## src/rtl/rst_module.sv

```systemverilog
// rtl/rst_module.sv - lock-qualified core/peripheral reset sequencer with software reset
//
// Purpose: holds core and peripheral logic in reset until the MMCM lock has
// been stable for LOCK_STABLE_CYCLES. It then releases the core reset, and
// releases the peripheral reset PERIPH_DELAY cycles later. A software request
// in RUN pulses both resets for SW_RST_CYCLES. Any later lock loss drops
// straight back to reset and bumps a saturating loss counter.
//
// Ports:
//   i_clk        system clock (single domain)
//   i_rst        synchronous active-high reset
//   i_locked     MMCM LOCKED, asynchronous, synchronized internally
//   i_sw_rst     software reset request, level-sampled, honoured only in RUN
//   o_rst_core   core reset, active-high
//   o_rst_periph peripheral reset, active-high
//   o_ready      high only while both resets are released
//   o_loss_cnt   saturating count of lock losses after first release

module rst_module #(
    parameter int SYNC_STAGES        = 2,
    parameter int LOCK_STABLE_CYCLES = 1024,
    parameter int PERIPH_DELAY       = 16,
    parameter int SW_RST_CYCLES      = 8
) (
    input  logic       i_clk,
    input  logic       i_rst,
    input  logic       i_locked,
    input  logic       i_sw_rst,
    output logic       o_rst_core,
    output logic       o_rst_periph,
    output logic       o_ready,
    output logic [7:0] o_loss_cnt
);

    localparam int MAX_AB  = (LOCK_STABLE_CYCLES > PERIPH_DELAY) ? LOCK_STABLE_CYCLES : PERIPH_DELAY;
    localparam int MAX_CNT = (MAX_AB > SW_RST_CYCLES) ? MAX_AB : SW_RST_CYCLES;
    // Counter only has to reach MAX_CNT-1; guard the degenerate all-ones case.
    localparam int CNT_W   = (MAX_CNT > 1) ? $clog2(MAX_CNT) : 1;

    localparam logic [CNT_W-1:0] LOCK_LAST   = CNT_W'(LOCK_STABLE_CYCLES - 1);
    localparam logic [CNT_W-1:0] PERIPH_LAST = CNT_W'(PERIPH_DELAY - 1);
    localparam logic [CNT_W-1:0] SW_LAST     = CNT_W'(SW_RST_CYCLES - 1);

    localparam logic [2:0] S_WAIT_LOCK = 3'd0;
    localparam logic [2:0] S_STABLE    = 3'd1;
    localparam logic [2:0] S_REL_CORE  = 3'd2;
    localparam logic [2:0] S_RUN       = 3'd3;
    localparam logic [2:0] S_SWRST     = 3'd4;

    logic [SYNC_STAGES-1:0] sync_q, sync_d;
    logic [2:0]             state_q, state_d;
    logic [CNT_W-1:0]       cnt_q, cnt_d;
    logic [7:0]             loss_q, loss_d;
    logic                   lk_s;
    logic                   lost;

    assign lk_s = sync_q[SYNC_STAGES-1];

    always_comb begin
        sync_d  = {sync_q[SYNC_STAGES-2:0], i_locked};
        state_d = state_q;
        cnt_d   = cnt_q;
        loss_d  = loss_q;

        // Lock loss after the core has been released at least once wins over
        // everything else; loss during STABLE is just a failed qualification.
        lost = !lk_s && ((state_q == S_REL_CORE) || (state_q == S_RUN) || (state_q == S_SWRST));

        if (lost) begin
            state_d = S_WAIT_LOCK;
            cnt_d   = '0;
            if (loss_q != 8'hFF) begin
                loss_d = loss_q + 8'd1;
            end
        end else begin
            case (state_q)
                S_WAIT_LOCK: begin
                    if (lk_s) begin
                        state_d = S_STABLE;
                        cnt_d   = '0;
                    end
                end
                S_STABLE: begin
                    if (!lk_s) begin
                        state_d = S_WAIT_LOCK;
                        cnt_d   = '0;
                    end else if (cnt_q == LOCK_LAST) begin
                        state_d = S_REL_CORE;
                        cnt_d   = '0;
                    end else begin
                        cnt_d = cnt_q + CNT_W'(1);
                    end
                end
                S_REL_CORE: begin
                    if (cnt_q == PERIPH_LAST) begin
                        state_d = S_RUN;
                        cnt_d   = '0;
                    end else begin
                        cnt_d = cnt_q + CNT_W'(1);
                    end
                end
                S_RUN: begin
                    if (i_sw_rst) begin
                        state_d = S_SWRST;
                        cnt_d   = '0;
                    end
                end
                S_SWRST: begin
                    // Lock is already qualified, so go straight to REL_CORE.
                    if (cnt_q == SW_LAST) begin
                        state_d = S_REL_CORE;
                        cnt_d   = '0;
                    end else begin
                        cnt_d = cnt_q + CNT_W'(1);
                    end
                end
                default: begin
                    state_d = S_WAIT_LOCK;
                    cnt_d   = '0;
                end
            endcase
        end
    end

    always_ff @(posedge i_clk) begin
        if (i_rst) begin
            sync_q  <= '0;
            state_q <= S_WAIT_LOCK;
            cnt_q   <= '0;
            loss_q  <= 8'd0;
        end else begin
            sync_q  <= sync_d;
            state_q <= state_d;
            cnt_q   <= cnt_d;
            loss_q  <= loss_d;
        end
    end

    always_comb begin
        o_rst_core   = 1'b1;
        o_rst_periph = 1'b1;
        case (state_q)
            S_REL_CORE: begin
                o_rst_core   = 1'b0;
                o_rst_periph = 1'b1;
            end
            S_RUN: begin
                o_rst_core   = 1'b0;
                o_rst_periph = 1'b0;
            end
            default: begin
                o_rst_core   = 1'b1;
                o_rst_periph = 1'b1;
            end
        endcase
    end

    assign o_ready    = (state_q == S_RUN);
    assign o_loss_cnt = loss_q;

endmodule

```

## config.mk

```make
export PLATFORM = sky130hd
export DESIGN_NAME = rst_module
export DESIGN_NICKNAME = d
export VERILOG_FILES = /design/src/rtl/rst_module.sv
export SDC_FILE = /design/constraint.sdc
export NUM_CORES = 1
export LEC_CHECK = 0
export BUFFER_PORTS_ARGS = -buffer_cell sky130_fd_sc_hd__buf_2
export CAP_MARGIN = 20
export CORE_ASPECT_RATIO = 1.75
export CORE_UTILIZATION = 30
export DETAILED_ROUTE_END_ITERATION = 12
export HOLD_SLACK_MARGIN = 0.03
export PLACE_DENSITY = 0.43
export SLEW_MARGIN = 20
export SYNTH_ARGS = -nofsm -noshare
export SYNTH_HDL_FRONTEND = slang
export SYNTH_SLANG_ARGS = --single-unit
```

## constraint.sdc

```tcl
create_clock -name i_clk -period 2.67 [get_ports i_clk]
set_input_delay 0.267 -clock i_clk [delete_from_list [all_inputs] [get_ports i_clk]]
set_output_delay 0.267 -clock i_clk [all_outputs]
set_load 0.005 [all_outputs]
```

======== Yosys cells after proc, flatten, opt, wreduce, memory -nomap -nowiden ========
Cells that the tools add are included.
word-level totals
  bits in registers ....................... 23
  input port bits ......................... 4
  output and inout bits ................... 11
  word-level logic and storage cells ...... 45
operators by class
  add/subtract/negate cells ............... 2
  equality and inequality tests ........... 13
  mux-type cells .......................... 16
  reduce and logical (&&, ||, !) cells .... 10
operators by type and width
  cell                   number
  $mux 10                6
  $pmux 10 s5            1
  $mux 3                 6
  $pmux 3 s5             1
  $add 10x1->10 const B  1
  $eq 10x10->1 const B   1
  $eq 10x3->1 const B    1
  $eq 10x4->1 const B    1
  $add 8x1->8 const B    1
  $ne 8x8->1 const B     1
  $eq 3x2->1 const B     2
  $reduce_and 5->1       1
  $ne 2x1->1 const B     2
  $ne 2x2->1 const B     2
  $reduce_and 2->1       2
  $reduce_or 2->1        2
  $eq 3x1->1 const B     1
  $eq 3x3->1 const B     1
  $logic_not 3->1        1
  $ne 3x3->1 const B     1
  $logic_or 1x1->1       2
  $mux 1                 2
  $logic_and 1x1->1      1
  $logic_not 1->1        1

======== Logic depth before layout (Yosys ltp) ========
  depth in word-level cells ............... 5
  mapped depth ............................ 6
  gate-level depth less buffers ........... 5

======== Least setup slack after synthesis ========
Ideal clock, no wire load.
  path kind ............................... flip-flop to flip-flop
  from .................................... register cnt_q[0]
  to ...................................... register state_q[1]
  data arrival time ....................... 1548 ps
  slack ................................... 1003 ps
  cell stages (with the launch flop) ...... 6
  clock period less this slack ............ 1667 ps
  path through ............................ dfxtp_1 -> ha_1 -> and4bb_2 -> a311oi_4 -> nor3_1 -> o31a_1
on the way
  longest elaborated chain between the ends .. 3
  elaborated cells between the ends (all ways) .. 7
RTL lines
  what                                                       line  RTL
  start: declaration                                         52    logic [CNT_W-1:0] cnt_q, cnt_d;
  start signal: assignment                                   134   cnt_q <= cnt_d;
  $eq 10x10->1, or another cell as far along                 87    end else if (cnt_q == LOCK_LAST) begin
  $ne 3x3->1 (no source line) or $ne 2x1->1 (tied branches)  -
  $reduce_and 5->1 (no source line) (*)                      -
  end signal: assignment                                     133   state_q <= state_d;
  end: declaration                                           51    logic [2:0] state_q, state_d;
Every way passes the cells marked *; elsewhere a longest branch is shown, timed or not.
A chain may end at the register's enable or synchronous reset.

======== Worst setup path in the final report ========
  from .................................... register state_q[1]
  to ...................................... register loss_q[7], in the netlist o_loss_cnt[7]
on the way
  longest elaborated chain between the ends .. 5
  elaborated cells between the ends (all ways) .. 7
RTL lines
  what                                   line  RTL
  $eq 3x2->1                             67    lost = !lk_s && ((state_q == S_REL_CORE) || (state_q == S_RUN) || (state_q == S_SWRST));
  $logic_or 1x1->1                       67
  $logic_or 1x1->1 (*)                   67
  $logic_and 1x1->1 (*)                  67
  $reduce_and 2->1 (no source line) (*)  -
  end signal: assignment                 135   loss_q <= loss_d;
  end: declaration                       53    logic [7:0] loss_q, loss_d;
Marks and branches as above.

==> flow_metrics.py <==
metrics = {
    "finish": {
        "nNetsFinal": 175,
        "diodes": 0,
        "drive_above_1_share": 0.173,
        "stdcell_count": 217,
        "layout_commonest_cell": "dfxtp_1",
        "area_delta_synth_final_pct": 10.6,
        "fillers": 470,
        "fin_util": 0.351,
        "final_cell_mix": "23 x dfxtp_1, 14 x buf_2, 13 x a21oi_1",
    },
    "setup_path": {
        "slowest_delay_ns": 0.64,
        "crit_slowest_cell": "or4_1",
        "cp_max_fo": 15,
        "critPathArrivalTime_ns": 2.38,
        "worstSetupPathType": "reg2reg",
        "crit_required_ns": 2.87,
        "cp_num_buf_inv": 0,
        "path_delay_family": "simple AND/OR/NAND/NOR gates",
        "cp_cell_sequence": "and2b_1 -> o221ai_1 -> or4_1 -> a21oi_1",
        "critPathLaunchType": "register",
        "end_kind": "register",
    },
    "pwr": {
        "power.leakage_nw": 0.488,
        "peakVddDrop_mv": 0.260,
        "powerDensity_mw_per_mm2": 429,
    },
    "global_route": {
        "grt_pass1_vias": 1206,
        "grt_pass1_wl_um": 5420,
        "globalRoute.totalOverflow": 0,
        "grt_max_degree": 21,
        "grt_util_all_layers": 0.147,
        "antenna_found_initial": 0,
    },
    "synth": {
        "synthMuxAreaShare": 0.0149,
        "synth-adder-area-share": 0.0186,
        "synth-simple-area-share": 0.305,
        "yosysWarningCount": 0,
        "synth_top_family_by_area": "simple AND/OR/NAND/NOR gates",
        "yosysTopAreaCellShare": 0.343,
        "synth_cell_types": 44,
        "synth-xor-area-share": 0.0252,
        "synth_compound_area_frac": 0.237,
        "synthFlopType": "dfxtp_1",
        "synthArstFlopShare": 0,
        "synthCells": 156,
        "yosysSeqAreaShare": 0.343,
        "yosys-top-cells-area": "dfxtp_1 34%, o31ai_1 5.6%, or4_1 5.6%",
        "ys_seq_elements": 23,
        "synth_edf_count": 0,
        "yosys.area.top_type": "dfxtp_1",
        "avgSynthCellArea_um2": 8.61,
        "syn_nets": 162,
        "syn_area_mm2": 0.00134,
    },
    "placed_design": {
        "place_hpwl_um": 2310,
        "io_buffers": 14,
        "routabilityCongestion": 0.712,
        "dp_cells": 213,
    },
    "routing": {
        "viasPerCell": 5.71,
        "drt_iter0_markers": 14,
        "drc_errors": 0,
        "vias": 1240,
        "drtPass1Iterations": 4,
        "ant_nets": 0,
        "wire_per_inst_um": 14.4,
        "wirelength_um": 3120,
    },
    "clocking": {
        "cts_tree": "yes",
        "root_buffer": "clkbuf_8",
        "cts_made_buffers": 3,
        "ctsResizeCount": 0,
        "clk_pin_slew_worst_paths_ns": 0.08,
        "cts_sinks": 23,
        "clock_latency_ns": 0.26,
        "holdBufCountCts": 0,
        "cts_buffer_depth": 2,
        "post-cts-setup-buffers": 0,
        "htreeDepth": 1,
    },
    "die": {
        "rows": 31,
        "initial_utilization": 0.318,
        "ios": 15,
        "die_w_um": 52.6,
        "chipHeight_um": 90.5,
        "core-area_mm2": 0.00423,
        "die_area_mm2": 0.00476,
    },
    "sta": {
        "drv_slew": 0,
        "hold_violations": 0,
        "rsz0062_at_grt": "no",
        "tns_ns": 0,
        "worst_pin_slew_ns": 1.07,
        "period_needed_ns": 2.18,
        "hold-worst-slack_ns": 0.223,
        "setup_viol": 0,
        "fin_skew_ns": 0.00380,
        "slew_headroom": 0.289,
        "fin_crit_sh": 0.816,
        "fmax_mhz": 459,
    },
    "hold_path": {
        "min_path_type": "in2reg",
    },
    "status": {
        "status": "completed",
    },
    "flow_run": {
        "maxCapViolations": 0,
    },
}
metal layers:
metal / part of all wire / track usage / up-vias
li1: - / - / 618
met1: 0.42 / 0.154 / 605
met4: 0.0093 / 0.0592 / 0
met2: 0.55 / 0.276 / 15
met5: 0 / 0 / -
met3: 0.019 / 0.0152 / 2
where the power goes:
| part | total [mW] | internal (mW) | leakage [nW] | switching (mW) |
|---|---|---|---|---|
| Clock | 0.216 | 0.104 | 0.0255 | 0.112 |
| Combinational | 0.0645 | 0.0260 | 0.277 | 0.0385 |
| Sequential | 0.357 | 0.347 | 0.186 | 0.0102 |
| Total | 0.638 | 0.477 | 0.488 | 0.161 |
worst paths after layout:
| check | from | to | slack, ns | depth (start not counted) |
|---|---|---|---|---|
| min reg2reg | sync_q[0]$_SDFF_PP0_ | sync_q[1]$_SDFF_PP0_ | 0.45 | 1 |
| max reg2reg | state_q[1]$_SDFFE_PP0P_ | o_loss_cnt[7]$_SDFFE_PP0P_ | 0.49 | 4 |
| max | state_q[1]$_SDFFE_PP0P_ | o_loss_cnt[7]$_SDFFE_PP0P_ | 0.49 | 4 |
| min | i_locked | sync_q[0]$_SDFF_PP0_ | 0.22 | 2 |
logic make-up after synthesis:
group,count (synthesis)
fa+ha+maj,2
xor+xnor,3
mux,2
compound gates,44
buf+inv,15
flops,23
simple gates,67
cells in the mapped netlist (2+ instances only):
cell / instances
nor3_2: 2
nand2_1: 12
nand3b_1: 2
inv_1: 7
or3_1: 3
o21ai_0: 5
nor4_1: 3
a21oi_1: 13
mux2i_1: 2
dfxtp_1: 23
o22ai_1: 2
nand4_1: 2
a211oi_1: 5
nor2b_1: 4
buf_4: 2
buf_2: 4
nor2_1: 7
nand3_1: 8
ha_1: 2
nand2b_1: 3
and4bb_2: 2
o31ai_1: 10
or4_1: 10
o31a_1: 2
nor3b_1: 2
stage by stage:
step | setup WS (ns) | total power, mW | instance area, µm²
floorplan | 1.00 | 0.415 | 1340
global placement | 0.611 | 0.429 | 1440
detailed placement | 0.533 | 0.430 | 1440
CTS | 0.499 | 0.654 | 1490
global route | 0.328 | 0.668 | 1490
finish | 0.490 | 0.638 | 1490
area by class of cell:
type / instances / area, µm² / area share
multi-input combinational: 118 / 806 / 0.543
sequential: 23 / 460 / 0.310
timing repair buffer: 16 / 85.1 / 0.0573
tap: 49 / 61.3 / 0.0413
clock buffer: 3 / 41.3 / 0.0278
inverter: 7 / 26.3 / 0.0177
clock inverter: 1 / 5.00 / 0.00337
worst reg2reg max path, delay by kind of cell (launching register included):
family	cells	cell delay [ns]
flops	1	0.62
simple gates	2	0.87
compound gates	2	0.63
registers in the layout, summed over array words and instances (netlist names):
signal      flops
sync_q          2
state_q         3
cnt_q          10
o_loss_cnt      8
Note: power is estimated with default switching activity, not from simulation.
